[config.mk]
export PLATFORM = sky130hd
export DESIGN_NAME = axil_wr_cmd_queue
export DESIGN_NICKNAME = d
export VERILOG_FILES = /design/src/rtl/axil_pkg.sv /design/src/rtl/axil_cmd_fifo.sv /design/src/rtl/axil_wr_cmd_queue.sv
export SDC_FILE = /design/constraint.sdc
export NUM_CORES = 1
export LEC_CHECK = 0
export ABC_AREA = 1
export CAP_MARGIN = 10
export CORE_UTILIZATION = 55
export DETAILED_ROUTE_END_ITERATION = 6
export DONT_BUFFER_PORTS = 1
export PLACE_DENSITY = 0.76
export SLEW_MARGIN = 20
export SYNTH_ARGS = -nofsm -noshare
export SYNTH_HDL_FRONTEND = slang
export SYNTH_SLANG_ARGS = --single-unit
[constraint.sdc]
create_clock -name m_axi_aclk -period 13.15 [get_ports m_axi_aclk]
set_input_delay 2.63 -clock m_axi_aclk [delete_from_list [all_inputs] [get_ports m_axi_aclk]]
set_output_delay 2.63 -clock m_axi_aclk [all_outputs]
set_load 0.1 [all_outputs]
[src/rtl/axil_pkg.sv]
// Shared types for the AXI-Lite write command queue: response codes, FSM states
// and the packed command record stored in the FIFO.
package axil_pkg;

  // Widest command the queue stores; the top casts its ADDR_W/DATA_W ports onto these.
  localparam int CMD_ADDR_W = 32;
  localparam int CMD_DATA_W = 32;
  localparam int CMD_STRB_W = CMD_DATA_W / 8;

  localparam logic [1:0] RESP_OKAY   = 2'b00;
  localparam logic [1:0] RESP_EXOKAY = 2'b01;
  localparam logic [1:0] RESP_SLVERR = 2'b10;
  localparam logic [1:0] RESP_DECERR = 2'b11;

  typedef enum logic [1:0] {
    IDLE  = 2'd0,
    ISSUE = 2'd1,
    WAIT  = 2'd2
  } wr_state_e;

  typedef struct packed {
    logic [CMD_ADDR_W-1:0] addr;
    logic [CMD_DATA_W-1:0] data;
    logic [CMD_STRB_W-1:0] strb;
  } wr_cmd_t;

  // Anything other than a plain OKAY counts against the error counter.
  function automatic logic resp_is_err(input logic [1:0] resp);
    logic err;
    unique case (resp)
      RESP_OKAY:                             err = 1'b0;
      RESP_EXOKAY, RESP_SLVERR, RESP_DECERR: err = 1'b1;
      default:                               err = 1'b1;
    endcase
    return err;
  endfunction

endpackage

[src/rtl/axil_cmd_fifo.sv]
// Synchronous FIFO of wr_cmd_t with a combinational head and an occupancy count
// from which full/empty are derived.
module axil_cmd_fifo
  import axil_pkg::*;
#(
  parameter int DEPTH = 8
) (
  input  logic                   m_axi_aclk,
  input  logic                   m_axi_areset,
  input  logic                   push,
  input  wr_cmd_t                push_data,
  input  logic                   pop,
  output wr_cmd_t                head,
  output logic [$clog2(DEPTH):0] count,
  output logic                   full,
  output logic                   empty
);

  localparam int PTR_W = $clog2(DEPTH);

  wr_cmd_t          mem [DEPTH];
  logic [PTR_W-1:0] wr_ptr;
  logic [PTR_W-1:0] rd_ptr;
  logic             do_push;
  logic             do_pop;

  assign full    = (count == (PTR_W+1)'(DEPTH));
  assign empty   = (count == '0);
  // A full FIFO refuses a push even when a pop lands on the same edge.
  assign do_push = push && !full;
  assign do_pop  = pop && !empty;
  assign head    = mem[rd_ptr];

  always_ff @(posedge m_axi_aclk) begin
    if (m_axi_areset) begin
      wr_ptr <= '0;
      rd_ptr <= '0;
      count  <= '0;
    end else begin
      if (do_push) wr_ptr <= wr_ptr + 1'b1;
      if (do_pop)  rd_ptr <= rd_ptr + 1'b1;
      unique case ({do_push, do_pop})
        2'b10:   count <= count + 1'b1;
        2'b01:   count <= count - 1'b1;
        default: count <= count;
      endcase
    end
  end

  always_ff @(posedge m_axi_aclk) begin
    if (do_push) mem[wr_ptr] <= push_data;
  end

endmodule

[src/rtl/axil_wr_cmd_queue.sv]
// Write command queue feeding an AXI-Lite write master one command at a time,
// tapping its B channel for status. Define AXIL_WR_TIMEOUT_EN for the response watchdog.
module axil_wr_cmd_queue
  import axil_pkg::*;
#(
  parameter int DEPTH       = 8,
  parameter int ADDR_W      = 32,
  parameter int DATA_W      = 32,
  parameter int ERR_W       = 8,
  parameter int TIMEOUT_CYC = 256
) (
  input  logic                   m_axi_aclk,
  input  logic                   m_axi_areset,
  input  logic                   s_cmd_valid,
  output logic                   s_cmd_ready,
  input  logic [ADDR_W-1:0]      s_cmd_addr,
  input  logic [DATA_W-1:0]      s_cmd_data,
  input  logic [DATA_W/8-1:0]    s_cmd_strb,
  output logic                   o_wr,
  output logic [ADDR_W-1:0]      o_addr,
  output logic [DATA_W-1:0]      o_din,
  output logic [DATA_W/8-1:0]    o_strb,
  input  logic                   i_bvalid,
  input  logic                   i_bready,
  input  logic [1:0]             i_bresp,
  output logic                   o_busy,
  output logic [$clog2(DEPTH):0] o_count,
  output logic [ERR_W-1:0]       o_err_cnt,
  output logic [1:0]             o_last_resp,
  output logic                   o_timeout
);

  localparam int STRB_W = DATA_W / 8;

  // Handshakes: a command transfers on any edge with s_cmd_valid && s_cmd_ready
  // (ready is simply !full); a response completes on any edge with
  // i_bvalid && i_bready, but only counts while the FSM is in WAIT.
  wr_state_e state;
  wr_cmd_t   push_cmd;
  wr_cmd_t   head_cmd;
  logic      fifo_full;
  logic      fifo_empty;
  logic      pop;
  logic      b_hs;

  always_comb begin
    push_cmd      = '0;
    push_cmd.addr = CMD_ADDR_W'(s_cmd_addr);
    push_cmd.data = CMD_DATA_W'(s_cmd_data);
    push_cmd.strb = CMD_STRB_W'(s_cmd_strb);
  end

  assign s_cmd_ready = !fifo_full;
  assign pop         = (state == IDLE) && !fifo_empty;
  assign b_hs        = i_bvalid && i_bready;

  axil_cmd_fifo #(.DEPTH(DEPTH)) u_fifo (
    .m_axi_aclk   (m_axi_aclk),
    .m_axi_areset (m_axi_areset),
    .push         (s_cmd_valid && s_cmd_ready),
    .push_data    (push_cmd),
    .pop          (pop),
    .head         (head_cmd),
    .count        (o_count),
    .full         (fifo_full),
    .empty        (fifo_empty)
  );

  function automatic logic [ERR_W-1:0] sat_inc(input logic [ERR_W-1:0] v);
    return (v == '1) ? v : v + 1'b1;
  endfunction

`ifdef AXIL_WR_TIMEOUT_EN
  localparam int WD_W = $clog2(TIMEOUT_CYC + 1);
  logic [WD_W-1:0] wd_cnt;
`else
  localparam int unused_timeout_cyc = TIMEOUT_CYC;
  assign o_timeout = 1'b0;
`endif

  always_ff @(posedge m_axi_aclk) begin
    if (m_axi_areset) begin
      state       <= IDLE;
      o_wr        <= 1'b0;
      o_busy      <= 1'b0;
      o_addr      <= '0;
      o_din       <= '0;
      o_strb      <= '0;
      o_err_cnt   <= '0;
      o_last_resp <= RESP_OKAY;
`ifdef AXIL_WR_TIMEOUT_EN
      wd_cnt      <= '0;
      o_timeout   <= 1'b0;
`endif
    end else begin
      o_wr <= 1'b0;
`ifdef AXIL_WR_TIMEOUT_EN
      o_timeout <= 1'b0;
`endif
      unique case (state)
        IDLE: begin
          if (pop) begin
            o_addr <= ADDR_W'(head_cmd.addr);
            o_din  <= DATA_W'(head_cmd.data);
            o_strb <= STRB_W'(head_cmd.strb);
            o_wr   <= 1'b1;
            o_busy <= 1'b1;
            state  <= ISSUE;
          end
        end
        ISSUE: begin
`ifdef AXIL_WR_TIMEOUT_EN
          wd_cnt <= '0;
`endif
          state <= WAIT;
        end
        WAIT: begin
          if (b_hs) begin
            o_last_resp <= i_bresp;
            if (resp_is_err(i_bresp)) o_err_cnt <= sat_inc(o_err_cnt);
            o_busy <= 1'b0;
            state  <= IDLE;
          end
`ifdef AXIL_WR_TIMEOUT_EN
          // Last WAIT cycle of the TIMEOUT_CYC budget without a response.
          else if (wd_cnt == WD_W'(TIMEOUT_CYC - 1)) begin
            o_timeout   <= 1'b1;
            o_last_resp <= RESP_SLVERR;
            o_err_cnt   <= sat_inc(o_err_cnt);
            o_busy      <= 1'b0;
            state       <= IDLE;
          end else begin
            wd_cnt <= wd_cnt + 1'b1;
          end
`endif
        end
        default: begin
          o_busy <= 1'b0;
          state  <= IDLE;
        end
      endcase
    end
  end

endmodule

==> key figures <==
Status
  • Run status: complete, no violations

GRT
  • Remaining global-route overflow: 0
  • Pin count of the biggest net entering global routing: 238
  • Vias in the first global route: 14900
  • First-pass GRT wire length: 81.1 mm
  • Initial antenna violation count: 0
  • All-Layer GR Usage: 0.224

Routing
  • Final WL: 51.5 mm
  • DRC violation count after routing: 0
  • Via Count: 15200
  • Via density per instance: 5.68
  • DRT antenna net count: 0
  • DRT iter0 DRCs: 1795
  • Routed len/inst: 19.2 um
  • DRT Pass-1 Iters: 5

Hold path
  • Hold Crit Start: u_fifo.wr_ptr[0]
  • Hold/Removal Path Class: flop to flop

Die
  • Die ar.: 0.0461 mm2
  • Core Box Area: 0.0444 mm2
  • Chip height: 215 um
  • Initial Util: 0.560
  • Ports: 161
  • Die Span X: 215 um
  • Num rows: 77

Placement
  • GPL Wtd Cong: 0.846
  • Inst Count DP: 2560
  • IO Port Bufs: 0
  • HPWL Detailed: 26.6 mm
  • Pre-CTS setup slack: 8.20 ns

Clocking
  • Clock Pin Slew Worst Setup and Hold Paths: 0.06 ns
  • Hold buffers post-CTS: 0
  • Post-CTS Setup Bufs: 0
  • CTS H-tree lvls: 3
  • CTS tree: yes
  • Clk sinks: 636
  • CTS resizes: 0
  • Maximum clock path buffer count: 3
  • CTS root buf: clkbuf_16
  • Worst-Skew Late Latency: 0.60 ns
  • CTS buffer count: 66

Layout
  • Commonest non-fill, non-tap cells in the layout: edfxtp_1, nor2_1, nand2_1
  • Final Instance Count excl. Fillers: 2683
  • Synth-to-layout area growth: 10.6%
  • Post-layout util: 0.619
  • Fraction of layout cells with a size suffix above 1: 0.0626
  • # nets final: 2118
  • Antenna cell count: 0
  • Commonest non-fill, non-tap cell in the layout: edfxtp_1

Worst setup path
  • FF-to-FF Start: u_fifo.count[2]
  • Worst Setup End Kind: output pin
  • Crit path largest cell delay: 0.99 ns
  • Launch point of the worst path: u_fifo.count[2]
  • Crit path launch type: flop
  • Max Fanout on Critical Path: 4
  • Worst EP arrival: 2.69 ns
  • Critical path's top delay family: flip-flops
  • Worst path required time: 10.52 ns
  • Buffer and inverter count on the worst path: 1
  • Crit-path cells: inv_1 > nand3_1
  • Critical path class: flop to output pin
  • Slowest-stage cell, CP: dfxtp_1

STA
  • Hold slack: 0.480 ns
  • Max Clock Freq: 188 MHz
  • RSZ-0062 raised after global routing: no
  • Hold Violations, Final: 0
  • Relative slew slack: 0.235
  • Final period util: 0.405
  • Fin crit period: 5.32 ns
  • Worst slew pin tran: 1.15 ns
  • Pins over their slew limit: 0
  • Clk_skew: 0.0276 ns
  • Final worst slack: 7.83 ns
  • Finish-stage setup viols: 0
  • Sum Neg Setup Slack: 0 ns

Pwr
  • P_leak: 9.69 nW
  • Power Dens Cells: 224 mW/mm2
  • Worst IR drop on VDD: 0.236 mV

Yosys
  • Synth warnings: 0
  • Seq cells post-synth: 636
  • Synthesized area: 0.0249 mm2
  • Syn_nets: 2162
  • Synth unique cells: 26
  • Cells after Synth: 2081
  • Post-synthesis sequential area ratio: 0.731
  • Average cell area after synthesis: 11.9 um2

Job
  • Maxcap violations: 0
[power by group]
part,switching (mW),internal [mW]
Clock,0.747,1.13
Sequential,0.696,2.38
Combinational,0.850,0.351
Total,2.29,3.86
[metal layers]
layer	wire (um)	track usage
met5	0	0
met3	3980	0.0506
met2	24900	0.363
met4	1040	0.0786
met1	21600	0.300
[Yosys cell counts]
cell	number	area [um2]
nand4_1	3	18.8
buf_4	5	37.5
xnor2_1	4	35.0
buf_1	10	37.5
ha_1	6	75.1
nand2_2	1	6.26
nor3_1	2	10.0
nand2_1	242	908
xor2_1	2	17.5
clkbuf_1	57	214
o22ai_1	1	6.26
o211ai_1	136	1020
nor2_1	303	1140
nor2_2	1	6.26
and3_1	1	6.26
edfxtp_1	544	16300
a21oi_1	82	410
inv_2	2	7.51
o21ai_0	195	976
buf_2	58	290
nand3_1	148	741
inv_1	161	604
o21ai_1	23	115
dfxtp_1	92	1840
clkinv_1	1	3.75
conb_1	1	3.75
[metrics by stage]
step	power [mW]	cell area, um2
after floorplan	4.04	24900
after global routing	6.44	27500
after global placement	4.26	25200
after CTS	6.19	27500
after detailed placement	4.31	25200
final	6.15	27500
[final timing paths]
check	end	slack, ns	cells after the start
max	s_cmd_ready	7.83	2
min	u_fifo.wr_ptr[0]	0.48	2
max reg2reg	u_fifo.mem[7][28]	8.49	7
min reg2reg	u_fifo.wr_ptr[0]	0.48	2
[state kept, by name, indices dropped and copies added, names as in the netlist]
signal,flops
u_fifo.mem,544
o_addr,32
o_din,32
o_err_cnt,8
o_strb,4
u_fifo.count,4
u_fifo.rd_ptr,3
u_fifo.wr_ptr,3
o_last_resp,2
state,2
o_busy,1
o_wr,1
[cell families after synthesis]
family | share of synthesized area
simple gates | 0.114
flops | 0.731
compound gates | 0.102
buf+inv | 0.0481
xor+xnor | 0.00211
fa+ha+maj | 0.00302
other cells | 0.000151
[worst reg2reg max path: cells and delay by family, from the launching register on]
family | cells | cell delay, ns
buffers and inverters | 3 | 1.13
AND/OR/NAND/NOR | 4 | 2.12
flip-flops | 1 | 0.99
[cell type report]
cell class	count	area (um2)
clock inverters	21	293
multi-input cells	1151	5550
inverters	164	629
fillers	3254	16900
flip-flops and latches	636	18200
well taps	592	741
clock buffers	101	1920
repair buffers	18	171
(Power assumes the default switching activity.)
